### src/rtl/inst_loader_if.sv
// Bundles the host control, the byte stream and the instruction-memory write port
// that surround the instruction loader.
interface inst_loader_if;
  logic        start;
  logic [10:0] word_count;
  logic        abort;
  logic        byte_valid;
  logic [7:0]  byte_data;
  logic        byte_ready;
  logic        we;
  logic [31:0] waddr;
  logic [31:0] wdata;
  logic        busy;
  logic        done;
  logic        err;
  logic        cpu_hold;

  modport master (
    output start, word_count, abort, byte_valid, byte_data,
    input  byte_ready, we, waddr, wdata, busy, done, err, cpu_hold
  );

  modport slave (
    input  start, word_count, abort, byte_valid, byte_data,
    output byte_ready, we, waddr, wdata, busy, done, err, cpu_hold
  );
endinterface

### src/rtl/inst_loader.sv
// Instruction loader: collects a byte stream into big-endian 32-bit words and
// writes them to consecutive word addresses of instruction memory, holding the
// core while a load is in progress.
module inst_loader #(
  parameter logic [31:0] BASE_ADDR = 32'h0000_0000,
  parameter int unsigned MAX_WORDS = 1024
) (
  input logic          clk,
  input logic          rst,
  inst_loader_if.slave bus
);

  // word_count is 11 bits, so any MAX_WORDS above 2047 accepts every nonzero count.
  localparam logic [11:0] MAX_LIMIT = (MAX_WORDS > 2047) ? 12'd2047 : 12'(MAX_WORDS);

  typedef enum logic [1:0] {IDLE, COLLECT, WRITE, DONE} state_t;

  state_t      state, state_n;
  logic [10:0] count, count_n;
  logic [10:0] word_idx, word_idx_n;
  logic [1:0]  byte_idx, byte_idx_n;
  logic [23:0] partial, partial_n;
  logic [31:0] waddr_n, wdata_n;
  logic        err_n;
  logic        start_ok;

  assign start_ok = (bus.word_count != 11'd0) && ({1'b0, bus.word_count} <= MAX_LIMIT);

  // Next-state and datapath decisions; every output is registered from these values.
  always_comb begin
    state_n    = state;
    count_n    = count;
    word_idx_n = word_idx;
    byte_idx_n = byte_idx;
    partial_n  = partial;
    waddr_n    = bus.waddr;
    wdata_n    = bus.wdata;
    err_n      = 1'b0;
    case (state)
      IDLE, DONE: begin
        if (bus.start) begin
          if (start_ok) begin
            state_n    = COLLECT;
            count_n    = bus.word_count;
            word_idx_n = 11'd0;
            byte_idx_n = 2'd0;
          end else begin
            err_n = 1'b1;
          end
        end
      end
      COLLECT: begin
        if (bus.abort) begin
          state_n    = IDLE;
          byte_idx_n = 2'd0;
        end else if (bus.byte_valid) begin
          partial_n  = {partial[15:0], bus.byte_data};
          byte_idx_n = byte_idx + 2'd1;
          if (byte_idx == 2'd3) begin
            state_n = WRITE;
            waddr_n = BASE_ADDR + {19'd0, word_idx, 2'b00};
            wdata_n = {partial, bus.byte_data};
          end
        end
      end
      WRITE: begin
        byte_idx_n = 2'd0;
        if (bus.abort) begin
          state_n = IDLE;
        end else if (word_idx == count - 11'd1) begin
          state_n = DONE;
        end else begin
          state_n    = COLLECT;
          word_idx_n = word_idx + 11'd1;
        end
      end
      default: state_n = IDLE;
    endcase
  end

  // State, datapath and output registers with synchronous active-low reset.
  always_ff @(posedge clk) begin
    if (!rst) begin
      state          <= IDLE;
      count          <= 11'd0;
      word_idx       <= 11'd0;
      byte_idx       <= 2'd0;
      partial        <= 24'd0;
      bus.byte_ready <= 1'b0;
      bus.we         <= 1'b0;
      bus.waddr      <= BASE_ADDR;
      bus.wdata      <= 32'd0;
      bus.busy       <= 1'b0;
      bus.done       <= 1'b0;
      bus.err        <= 1'b0;
      bus.cpu_hold   <= 1'b0;
    end else begin
      state          <= state_n;
      count          <= count_n;
      word_idx       <= word_idx_n;
      byte_idx       <= byte_idx_n;
      partial        <= partial_n;
      bus.byte_ready <= (state_n == COLLECT);
      bus.we         <= (state_n == WRITE);
      bus.waddr      <= waddr_n;
      bus.wdata      <= wdata_n;
      bus.busy       <= (state_n == COLLECT) || (state_n == WRITE);
      bus.done       <= (state_n == DONE);
      bus.err        <= err_n;
      bus.cpu_hold   <= (state_n == COLLECT) || (state_n == WRITE);
    end
  end

endmodule
### src/flat_wrapper.sv
// flat-port wrapper written by rule: the top's interface ports become plain ports
module inst_loader_flat 
#(
  parameter logic [31:0] BASE_ADDR = 32'h0000_0000,
  parameter int unsigned MAX_WORDS = 1024
)
  (clk, rst, bus_start, bus_word_count, bus_abort, bus_byte_valid, bus_byte_data, bus_byte_ready, bus_we, bus_waddr, bus_wdata, bus_busy, bus_done, bus_err, bus_cpu_hold);
  inst_loader_if bus_i ();
  input logic clk;
  input logic rst;
  input wire logic [$bits(bus_i.start)-1:0] bus_start;
  input wire logic [$bits(bus_i.word_count)-1:0] bus_word_count;
  input wire logic [$bits(bus_i.abort)-1:0] bus_abort;
  input wire logic [$bits(bus_i.byte_valid)-1:0] bus_byte_valid;
  input wire logic [$bits(bus_i.byte_data)-1:0] bus_byte_data;
  output wire logic [$bits(bus_i.byte_ready)-1:0] bus_byte_ready;
  output wire logic [$bits(bus_i.we)-1:0] bus_we;
  output wire logic [$bits(bus_i.waddr)-1:0] bus_waddr;
  output wire logic [$bits(bus_i.wdata)-1:0] bus_wdata;
  output wire logic [$bits(bus_i.busy)-1:0] bus_busy;
  output wire logic [$bits(bus_i.done)-1:0] bus_done;
  output wire logic [$bits(bus_i.err)-1:0] bus_err;
  output wire logic [$bits(bus_i.cpu_hold)-1:0] bus_cpu_hold;
  assign bus_i.start = bus_start;
  assign bus_i.word_count = bus_word_count;
  assign bus_i.abort = bus_abort;
  assign bus_i.byte_valid = bus_byte_valid;
  assign bus_i.byte_data = bus_byte_data;
  assign bus_byte_ready = bus_i.byte_ready;
  assign bus_we = bus_i.we;
  assign bus_waddr = bus_i.waddr;
  assign bus_wdata = bus_i.wdata;
  assign bus_busy = bus_i.busy;
  assign bus_done = bus_i.done;
  assign bus_err = bus_i.err;
  assign bus_cpu_hold = bus_i.cpu_hold;
  inst_loader #(.BASE_ADDR(BASE_ADDR), .MAX_WORDS(MAX_WORDS)) u_core (.clk(clk), .rst(rst), .bus(bus_i));
endmodule
### config.mk
export PLATFORM = sky130hd
export DESIGN_NAME = inst_loader_flat
export DESIGN_NICKNAME = d
export VERILOG_FILES = /design/src/rtl/inst_loader_if.sv /design/src/rtl/inst_loader.sv /design/src/flat_wrapper.sv
export SDC_FILE = /design/constraint.sdc
export NUM_CORES = 1
export LEC_CHECK = 0
export ABC_CLOCK_PERIOD_IN_PS = 4800
export CELL_PAD_IN_SITES_DETAIL_PLACEMENT = 0
export CELL_PAD_IN_SITES_GLOBAL_PLACEMENT = 1
export CORE_MARGIN = 1
export CORE_UTILIZATION = 41
export DETAILED_ROUTE_END_ITERATION = 16
export PLACE_DENSITY = 0.89
export SETUP_SLACK_MARGIN = 0.05
export SKIP_CTS_REPAIR_TIMING = 1
export SLEW_MARGIN = 20
export SYNTH_ARGS = -nofsm -noshare
export SYNTH_HDL_FRONTEND = slang
export SYNTH_SLANG_ARGS = --single-unit
export TNS_END_PERCENT = 5
### constraint.sdc
create_clock -name clk -period 4.8 [get_ports clk]
set_input_delay 0.48 -clock clk [delete_from_list [all_inputs] [get_ports clk]]
set_output_delay 0.48 -clock clk [all_outputs]
set_load 0.1 [all_outputs]
==> results.py <==
metrics = {
    "cts": {
        "path_clk_slew_ns": 0.10,
        "cts_tree": "built",
        "clkSinkCount": 98,
        "numCtsBuffers": 9,
        "clk_latency_ns": 0.38,
        "ctsLongestPathBuffers": 2,
        "cts_root_buf": "clkbuf_8",
        "cts-htree-levels": 3,
    },
    "critical_path": {
        "cp.arrival_ns": 3.36,
        "crit_type": "flop to flop",
        "cp_data_required_time_ns": 5.11,
        "cp-end-kind": "flop",
        "cp_max_fo": 6,
        "cp-start-kind": "flop",
    },
    "placement": {
        "place_ws_ns": 1.55,
        "gp_congestion": 0.836,
        "hpwlAfterDp_um": 6640,
        "portBuffers": 72,
    },
    "pwr": {
        "switching_share_pct": 32.4,
        "p_seq_share_pct": 50.4,
        "p_clk_share_pct": 31.5,
        "power.leakage_nw": 1.82,
        "power_mw": 1.68,
        "pwr-share-comb_pct": 18.1,
        "p_per_area_nw_per_um2": 310,
        "p_sw_mw": 0.545,
        "intPower_mw": 1.13,
        "vdd_ir_drop_max_uv": 130,
    },
    "finish": {
        "drive_gt1_share_pct": 5.02,
        "seqCellArea_sq_um": 1960,
        "fillers": 1004,
        "antennaDiodeCount": 0,
        "multi_input_area_sq_um": 2300,
        "post-route-util_pct": 51.6,
        "layout.nets": 625,
        "syn_to_final_growth_pct": 19.8,
    },
    "floorplanning": {
        "initial_core_util_pct": 43.1,
        "core_sq_um": 10500,
        "num_rows": 37,
        "io_pins": 94,
        "die_w_um": 107,
        "die_area_sq_um": 11500,
        "die_y_um": 107,
    },
    "timing": {
        "tns_ns": 0,
        "setup_slack_ns": 1.75,
        "fin_worst_skew_ns": 0.0127,
        "grt_setup_unrepaired": "false",
        "period_share_pct": 63.4,
        "fin_crit_ns": 3.05,
        "fmax_mhz": 328,
        "tightest_slew_ns": 1.00,
        "max_slew_margin_pct": 33.1,
        "finalMaxSlewViolations": 0,
        "hold_violations": 0,
        "setup_viol": 0,
    },
    "global_routing": {
        "first_global_vias": 3583,
        "grt_usage_pct": 18.2,
        "antenna_found_initial": 0,
        "grt-ovfl-total": 0,
        "grt_first_pass_wirelength_um": 16500,
        "grt_max_degree": 91,
    },
    "yosys": {
        "ys_warn_count": 0,
        "yosysSeqAreaShare_pct": 43.4,
        "synth_edf_count": 0,
        "synthArstFlopShare_pct": 0,
        "syn_area_per_cell_sq_um": 8.40,
        "ys_ff_latch": 98,
        "synth_top_flop_cell": "dfxtp_1",
        "syn-instance-count": 539,
        "syn-cell-area_sq_um": 4530,
        "synthDistinctLibCells": 56,
    },
    "routing": {
        "first_pass_iters": 4,
        "wl_um": 9800,
        "ant_nets": 0,
        "viasPerCell": 5.01,
        "drtIter0Drc": 148,
        "num_vias": 3681,
        "drc": 0,
        "post_drt_wl_per_cell_um": 13.3,
    },
    "run_status": {
        "status": "completed",
    },
    "hold_path": {
        "hold_path_class": "flop to flop",
    },
    "job": {
        "maxCapViolCount": 0,
    },
}
## cell usage in the layout (no fill, tap or decap), drive strengths merged, types with 2 or more instances in the layout
master         instances
clkinv                 3
o21ai                  8
xor2                   5
or4                    3
o31a                   2
a31oi                  4
xnor2                  9
and2                   5
or3                   10
a21oi                 13
nor4                   3
o31ai                  4
and3                   2
nor2                  13
nand2b                 3
a21boi                68
nor3                   5
nor2b                 20
inv                   15
clkdlybuf4s50         71
nand2                147
clkbuf                10
nand4b                 2
dfxtp                 98
mux2i                 12
ha                     8
o311ai                 2
nand3                  7
conb                  21
o211ai                 3
buf                    4
## Yosys cell counts, types with 2 or more instances
| master | number | area share [%] |
|---|---|---|
| nand2_1 | 147 | 12 |
| dfxtp_1 | 98 | 43 |
| a21boi_0 | 67 | 11 |
| clkbuf_1 | 28 | 2.3 |
| buf_4 | 22 | 3.6 |
| nor2b_1 | 20 | 2.8 |
| a21oi_1 | 13 | 1.4 |
| inv_1 | 13 | 1.1 |
| nor2_1 | 13 | 1.1 |
| mux2i_1 | 12 | 2.7 |
| or3_1 | 10 | 1.4 |
| xnor2_1 | 9 | 1.7 |
| ha_1 | 8 | 2.2 |
| nand3_1 | 7 | 0.77 |
| and2_1 | 5 | 0.69 |
| o21ai_1 | 5 | 0.55 |
| xor2_1 | 5 | 0.97 |
| a31oi_1 | 4 | 0.55 |
| nor3_1 | 4 | 0.44 |
| nand2b_1 | 3 | 0.41 |
| o21ai_0 | 3 | 0.33 |
| o31ai_1 | 3 | 0.50 |
| and3_1 | 2 | 0.28 |
| nand4b_1 | 2 | 0.39 |
| nor4_1 | 2 | 0.28 |
| o211ai_1 | 2 | 0.33 |
| o31a_1 | 2 | 0.39 |
| or4_1 | 2 | 0.33 |
## power groups by stage
stage               combinational, mW  clock (mW)  sequential [mW]
floorplan                       0.242           0            0.886
global placement                0.300           0            0.864
detailed placement              0.304           0            0.865
CTS                             0.305       0.545            0.846
global route                    0.329       0.575            0.849
finish                          0.305       0.529            0.846
## registers in the layout (all words and copies together), names as in the netlist
register               flops
u_core.bus.busy            1
u_core.bus.byte_ready      1
u_core.bus.done            1
u_core.bus.err             1
u_core.bus.waddr          11
u_core.bus.wdata          32
u_core.bus.we              1
u_core.byte_idx            2
u_core.count              11
u_core.partial            24
u_core.state               2
u_core.word_idx           11
## cell type report
cell class	instances	share of cell area (%)
multi-input cells	396	42.5
flip-flops and latches	98	36.2
repair buffers	75	13.6
well taps	136	3.14
clock buffers	10	2.54
clock inverters	6	1.13
inverters	13	0.900
## cells by family (layout without fill, tap and decap cells)
| group | count (synthesis) | after routing | synth area share [%] |
|---|---|---|---|
| adder cells (fa/ha/maj) | 8 | 8 | 2.21 |
| flip-flops | 98 | 98 | 43.4 |
| other | 1 | 21 | 0.0829 |
| buffers and inverters | 65 | 104 | 7.38 |
| AND/OR/NAND/NOR | 227 | 227 | 23.0 |
| XOR/XNOR | 14 | 14 | 2.71 |
| AO/OA/AOI/OAI | 114 | 114 | 18.6 |
| multiplexers | 12 | 12 | 2.65 |
## layer usage
| layer | part of all wire [%] | track usage (%) | vias up |
|---|---|---|---|
| met5 | 0 | 0 | - |
| met4 | 1.4 | 6.56 | 0 |
| met3 | 5.1 | 4.07 | 12 |
| met2 | 49 | 31.7 | 79 |
| met1 | 44 | 21.7 | 1720 |
| li1 | - | - | 1870 |
## critical path, stage by stage (launching register included)
cell	delay, ns
dfxtp_1	0.38
inv_1	0.08
ha_1	0.20
nor3b_1	0.55
a21oi_1	0.17
a31oi_1	0.22
nand4b_1	0.30
nand4bb_1	0.35
o31a_1	0.31
inv_1	0.09
ha_1	0.22
nor2b_1	0.09
## path summary, 6_finish.rpt
check	startpoint	to	slack [ns]	cells past startpoint
worst min register to register	u_core.bus.waddr[9]	u_core.bus.waddr[9]	0.47	2
worst min-delay path	u_core.bus.waddr[9]	u_core.bus.waddr[9]	0.47	2
worst max register to register	u_core.count[0]	u_core.bus.busy	1.75	11
worst max-delay path	u_core.count[0]	u_core.bus.busy	1.75	11
## per-stage QoR
stage	cells	area [sq um]	hold slack [ns]
floorplan	559	4600	0.441
global placement	718	5220	0.452
CTS	734	5420	0.474
detailed placement	718	5220	0.458
finish	734	5420	0.467
global route	734	5420	0.493
No activity file was read; power rests on OpenSTA's default activity.
